--- config.mk ---
export PLATFORM = sky130hd
export DESIGN_NAME = flag_branch_unit
export DESIGN_NICKNAME = d
export VERILOG_FILES = /design/src/rtl/cpu_pkg.sv /design/src/rtl/branch_cond_eval.sv /design/src/rtl/flag_branch_unit.sv
export SDC_FILE = /design/constraint.sdc
export NUM_CORES = 1
export LEC_CHECK = 0
export ABC_AREA = 1
export CAP_MARGIN = 25
export CELL_PAD_IN_SITES_DETAIL_PLACEMENT = 0
export CELL_PAD_IN_SITES_GLOBAL_PLACEMENT = 2
export CORE_AREA = 2 2 88 90
export CTS_CLUSTER_SIZE = 12
export DETAILED_ROUTE_END_ITERATION = 8
export DIE_AREA = 0 0 90 92
export PLACE_DENSITY_LB_ADDON = 0.15
export SLEW_MARGIN = 10
export SYNTH_ARGS = -nofsm -noshare
export SYNTH_HDL_FRONTEND = slang
export SYNTH_SLANG_ARGS = --single-unit
--- constraint.sdc ---
create_clock -name clk -period 2.36 [get_ports clk]
set_clock_uncertainty 0.15 [all_clocks]
set_input_delay 0.472 -clock clk [delete_from_list [all_inputs] [get_ports clk]]
set_output_delay 0.472 -clock clk [all_outputs]
set_load 0.03 [all_outputs]
--- src/rtl/cpu_pkg.sv ---
// Shared CPU definitions: condition codes, branch-unit state encoding and flag indices.
package cpu_pkg;

  // Branch condition codes (br_cond encoding)
  localparam logic [2:0] COND_NEQ    = 3'd0;
  localparam logic [2:0] COND_EQ     = 3'd1;
  localparam logic [2:0] COND_GT     = 3'd2;
  localparam logic [2:0] COND_LT     = 3'd3;
  localparam logic [2:0] COND_GTE    = 3'd4;
  localparam logic [2:0] COND_LTE    = 3'd5;
  localparam logic [2:0] COND_OV     = 3'd6;
  localparam logic [2:0] COND_UNCOND = 3'd7;

  // Branch unit FSM states
  typedef enum logic [0:0] {
    ST_IDLE  = 1'b0,
    ST_FLUSH = 1'b1
  } br_state_e;

  // Bit positions inside the architectural flag register
  localparam int unsigned FLAG_Z    = 0;
  localparam int unsigned FLAG_V    = 1;
  localparam int unsigned FLAG_N    = 2;
  localparam int unsigned NUM_FLAGS = 3;

  // PC-relative target: 16-bit modular add of the sign-extended 9-bit word offset.
  function automatic logic [15:0] branch_target(input logic [15:0] pc_plus1,
                                                input logic [8:0]  offset);
    return pc_plus1 + {{7{offset[8]}}, offset};
  endfunction

endpackage

--- src/rtl/branch_cond_eval.sv ---
// Purely combinational branch condition evaluator: (cond, Z, V, N) -> taken.
module branch_cond_eval
  import cpu_pkg::*;
(
  input  logic [2:0] br_cond,
  input  logic       ez,
  input  logic       ev,
  input  logic       en,
  output logic       taken
);

  // Decode the condition code against the effective flags
  always_comb begin
    taken = 1'b0;
    unique case (br_cond)
      COND_NEQ:    taken = ~ez;
      COND_EQ:     taken = ez;
      COND_GT:     taken = ~ez & ~en;
      COND_LT:     taken = en;
      COND_GTE:    taken = ez | ~en;
      COND_LTE:    taken = en | ez;
      COND_OV:     taken = ev;
      COND_UNCOND: taken = 1'b1;
      default:     taken = 1'b0;
    endcase
  end

endmodule

--- src/rtl/flag_branch_unit.sv ---
// Flag register plus conditional-branch resolver: holds Z/V/N, resolves branches,
// issues a registered one-cycle PC redirect and a fixed-length flush.
module flag_branch_unit
  import cpu_pkg::*;
#(
  parameter int unsigned FLUSH_CYCLES = 2,
  parameter bit          FORWARD      = 1'b1
) (
  input  logic        clk,
  input  logic        rst_n,
  input  logic        stall,
  input  logic        flag_we_z,
  input  logic        flag_we_vn,
  input  logic        alu_ov,
  input  logic        alu_zr,
  input  logic        alu_ne,
  input  logic        br_valid,
  input  logic [2:0]  br_cond,
  input  logic [15:0] br_pc_plus1,
  input  logic [8:0]  br_offset,
  output logic        redirect_valid,
  output logic [15:0] redirect_pc,
  output logic        flush,
  output logic        flag_z,
  output logic        flag_v,
  output logic        flag_n
);

  if (FLUSH_CYCLES < 1 || FLUSH_CYCLES > 7) begin : g_bad_flush_cycles
    $error("flag_branch_unit: FLUSH_CYCLES must be in 1..7");
  end

  localparam logic [2:0] CntLoad = 3'(FLUSH_CYCLES - 1);

  logic [NUM_FLAGS-1:0] flags_q;
  logic                 ez, ev, en;
  logic                 cond_true;
  logic                 accept;
  logic [15:0]          target;

  br_state_e   state_q, state_d;
  logic [2:0]  cnt_q, cnt_d;
  logic        redirect_valid_q, redirect_valid_d;
  logic [15:0] redirect_pc_q, redirect_pc_d;
  logic        flush_q, flush_d;

  // Architectural flag register; writes are frozen while stalled
  always_ff @(posedge clk or negedge rst_n) begin
    if (!rst_n) begin
      flags_q <= '0;
    end else if (!stall) begin
      if (flag_we_z) begin
        flags_q[FLAG_Z] <= alu_zr;
      end
      if (flag_we_vn) begin
        flags_q[FLAG_V] <= alu_ov;
        flags_q[FLAG_N] <= alu_ne;
      end
    end
  end

  // Effective flags: optionally bypass the ALU result written this same cycle
  always_comb begin
    ez = (FORWARD && flag_we_z)  ? alu_zr : flags_q[FLAG_Z];
    ev = (FORWARD && flag_we_vn) ? alu_ov : flags_q[FLAG_V];
    en = (FORWARD && flag_we_vn) ? alu_ne : flags_q[FLAG_N];
  end

  branch_cond_eval u_cond_eval (
    .br_cond (br_cond),
    .ez      (ez),
    .ev      (ev),
    .en      (en),
    .taken   (cond_true)
  );

  assign target = branch_target(br_pc_plus1, br_offset);
  // Branches arriving during FLUSH are younger squashed instructions
  assign accept = (state_q == ST_IDLE) && br_valid && cond_true;

  // State, counter and registered outputs; everything holds while stalled
  always_ff @(posedge clk or negedge rst_n) begin
    if (!rst_n) begin
      state_q          <= ST_IDLE;
      cnt_q            <= '0;
      redirect_valid_q <= 1'b0;
      redirect_pc_q    <= 16'h0000;
      flush_q          <= 1'b0;
    end else if (!stall) begin
      state_q          <= state_d;
      cnt_q            <= cnt_d;
      redirect_valid_q <= redirect_valid_d;
      redirect_pc_q    <= redirect_pc_d;
      flush_q          <= flush_d;
    end
  end

  // Next-state logic
  always_comb begin
    state_d = state_q;
    unique case (state_q)
      ST_IDLE:  if (accept) state_d = ST_FLUSH;
      ST_FLUSH: if (cnt_q == 3'd0) state_d = ST_IDLE;
      default:  state_d = ST_IDLE;
    endcase
  end

  // Next values of the registered outputs and the flush counter
  always_comb begin
    redirect_valid_d = 1'b0;
    redirect_pc_d    = redirect_pc_q;
    flush_d          = flush_q;
    cnt_d            = cnt_q;
    unique case (state_q)
      ST_IDLE: begin
        if (accept) begin
          redirect_valid_d = 1'b1;
          redirect_pc_d    = target;
          flush_d          = 1'b1;
          cnt_d            = CntLoad;
        end
      end
      ST_FLUSH: begin
        if (cnt_q == 3'd0) begin
          flush_d = 1'b0;
        end else begin
          cnt_d = cnt_q - 3'd1;
        end
      end
      default: begin
        flush_d = 1'b0;
        cnt_d   = '0;
      end
    endcase
  end

  assign redirect_valid = redirect_valid_q;
  assign redirect_pc    = redirect_pc_q;
  assign flush          = flush_q;
  assign flag_z         = flags_q[FLAG_Z];
  assign flag_v         = flags_q[FLAG_V];
  assign flag_n         = flags_q[FLAG_N];

endmodule

==> results.md <==
* Outcome: completed
* Htree depth at 1
* CTS Buf Count at 3
* FF/Latch Area at around 630 sq um
* Post-cts resize count at 1
* Port Buf Inserts at 57
* Gr ovfl total at 0
* Largest net degree at the start of global routing at 26
* PwrDens at 806 mW/mm^2
* Worst path slowest cell: clkdlybuf4s50_1
* Synthesized cell area at slightly below 0.002 sq mm
* Setup Fix Bufs, Post-CTS at 0
* Count leader, synth: nand2_1
* First-pass GRT wire length at slightly above 9000 um
* DRC violations left at 0
* Peak VDD IR at 0.200 mV
* Unrepaired setup endpoints after global routing: false
* Worst-path maximum fanout at 4
* Worst hold slack at between 0.3 and 0.4 ns
* Width of the chip at 90 um
* WP buf/inv at 1
* Setup-failing EPs final at 0
* XOR/XNOR Fraction of Synth Area at under 10%
* Wire per inst at about 11 um
* Worst-margin pin slew at about 0.34 ns
* Crit start category: primary input
* Slew HR at between 70 and 80%
* Reg2reg setup slack at approximately 0.72 ns
* FMAX at about 450 MHz
* Cell type with the largest total area after synthesis: dfrtp_1
* Reg2Reg Depth at 11
* Top cells by count, synth: 100 x nand2_1, 25 x dfrtp_1, 24 x inv_1, 24 x nor2_1, 21 x nand3_1
* Via count at approximately 2000
* Syn Inst Count at 275
* Pre-antenna DRT Iters at 4
* Drt initial violations at 51
* DPL Wire Length at between 4000 and 5000 um
* Post-synth EDFFs at 0
* Crit share post-route at about 94%
* Starting Density at a little over a quarter
* Num rows at 32
* Synth cell types at 23
* Final setup TNS at 0 ns
* Multi-input logic area at about 0.0012 sq mm
* GPL Wtd Cong at between 0.8 and 0.9
* Slowest cell delay on critical path at 0.40 ns
* Core Region at roughly 0.0074 sq mm
* FF-to-FF Start: flags_q[0]$_DFFE_PN0N_
* Crit path DAT at 2.23 ns
* Reg2Reg Capture Point: redirect_pc[2]$_DFFE_PN0P_
* Adder-Cell Fraction of Synth Area at a little under an eighth
* Worst setup path start: br_pc_plus1[0]
* GRT Util Overall at between 10% and 20%
* Static leakage at 0.00143 uW
* Crit Path Class: in -> reg
* Root Buffer: clkbuf_8
* Crit end category: flip-flop
* Hold Path Class: reg -> reg
* CTS tree: done
* Cells along the critical path: clkdlybuf4s50_1 -> ha_1 -> fa_1 -> nand3_1 -> nand2_1 -> nand3_1 -> nand2_1 -> xnor2_1 -> o21ai_2
* Post-cts hold buffer count at 0
* Max-cap violations at 0
* Synth Area in Compound Gates at under 10%
* # clock sinks at 25
* Post-synthesis simple-gate area fraction at around 36%
* Initial antenna violation count at 0
* Critical path endpoint: redirect_pc[6]$_DFFE_PN0P_
* Yosys warning count at 0
* Ports at 58
* Number of global-route vias before repair at roughly 2100
* Post-route ant nets at 0
* Asr flop ratio synth at 100%
* Mux contribution to synthesized area at less than 1%
* Die Y at 92 um
* Layout area overhead at 47.3%
* Levels on crit path at 9
* Fill count at about 840
* Post-synthesis register bit count at 25
* Period minus WS final at about 2.2 ns
* Die area at about 0.0083 sq mm
* Detail-routed via count per cell at ~4.3
* Final WL at 5120 um
* Longest Clk Path Bufs at 2
* Delay-heaviest family, CP: adder cells
* Syn Nets at 330
* Final hold vios at 0
* Data required time of the worst path at ~2.4 ns
* Main combinational cell family by area after synthesis: simple AND/OR/NAND/NOR gates
* Share of layout cells above drive strength 1 at between 10% and 20%
* Post-synth top area share at between 30% and 40%
* Top cells by area, synth: dfrtp_1 32%, nand2_1 19%, ha_1 11%
* CTS clk-pin slew, worst paths at roughly 0.09 ns
* Max-slew violations at 0
* Avg Inst Size Synth at approximately 7.2 sq um
* Final net count at approximately 420
* Top FF cell, synth: dfrtp_1
* Worst-skew pair later-pin latency at around 0.27 ns
* Diode count at 0
* Post-synthesis sequential area ratio at between 30% and 40%
layer usage:
metal | global-route usage (%) | up-vias | share of wire, %
met5 | 0 | - | 0
met4 | 3.85 | 0 | 1.1
met3 | 1.56 | 4 | 3.0
met2 | 23.4 | 36 | 48
met1 | 17.2 | 864 | 48
li1 | - | 1059 | -
cell type report:
cell class              instances  area share [%]
inverters                      25            3.22
clock buffers                   4            1.55
well taps                     102            4.38
multi-input cells             222            42.2
flip-flops and latches         25            21.5
repair buffers                 83            27.2
metrics by stage:
| step | cells | util [%] | setup WS (ns) | power (uW) | instance area (sq um) |
|---|---|---|---|---|---|
| 6_report | 461 | 39.1 | 0.137 | 2350 | 2920 |
| 5_1_grt | 461 | 39.1 | 0.0291 | 2530 | 2920 |
| 4_1_cts | 461 | 39.1 | 0.0272 | 2390 | 2910 |
| 3_5_place_dp | 457 | 38.5 | -0.296 | 2120 | 2860 |
| 3_3_place_gp | 457 | 38.5 | -0.291 | 2120 | 2860 |
| 2_1_floorplan | 275 | - | 0.388 | 1530 | 1980 |
cells in the final DEF (no fill, tap or decap), types with 12 or more instances in the layout:
master	synthesis	routed
dfrtp_1	25	25
nand3_1	21	21
a21oi_1	12	12
buf_4	0	24
nand2_1	100	100
nor2_1	24	24
o21ai_0	12	12
inv_1	24	24
ha_1	17	17
clkdlybuf4s50_1	0	56
worst register-to-register path, cell delays in order (launching register included):
cell	delay, ns
dfrtp_1	0.40
inv_1	0.07
nand2_2	0.06
nand3b_1	0.09
nand2_1	0.05
inv_1	0.05
nand2_1	0.06
nand2_2	0.10
nand4_4	0.17
buf_12	0.22
nand2_1	0.05
o21ai_0	0.07
cells by family after synthesis:
logic type | Yosys count
compound gates | 30
xor+xnor | 12
fa+ha+maj | 18
buf+inv | 28
flops | 25
mux | 1
simple gates | 161
where the power goes:
group          switching (uW)  internal (uW)  total [uW]  leakage (uW)
logic                     768            596        1360       0.00109
registers                 110            619         728      0.000310
clock network             138            121         258     0.0000228
total                    1010           1340        2350       0.00143
flip-flops by register name, summed over array words and instances (netlist names):
| name | flops |
|---|---|
| redirect_pc | 16 |
| flush | 1 |
| redirect_valid | 1 |
| flags_q | 3 |
| state_q | 1 |
| cnt_q | 3 |
how the worst min path moves through the flow:
stage,slack [ns],cells past startpoint,startpoint,end
after floorplan,0.03,0,rst_n,cnt_q[0]$_DFFE_PN0P_
after global placement,0.30,2,flush$_DFFE_PN0P_,flush$_DFFE_PN0P_
after detailed placement,0.31,2,flush$_DFFE_PN0P_,flush$_DFFE_PN0P_
after CTS,0.33,2,flush$_DFFE_PN0P_,flush$_DFFE_PN0P_
after global routing,0.35,2,redirect_pc[15]$_DFFE_PN0P_,redirect_pc[15]$_DFFE_PN0P_
final,0.33,2,flush$_DFFE_PN0P_,flush$_DFFE_PN0P_
(Power assumes the default switching activity.)
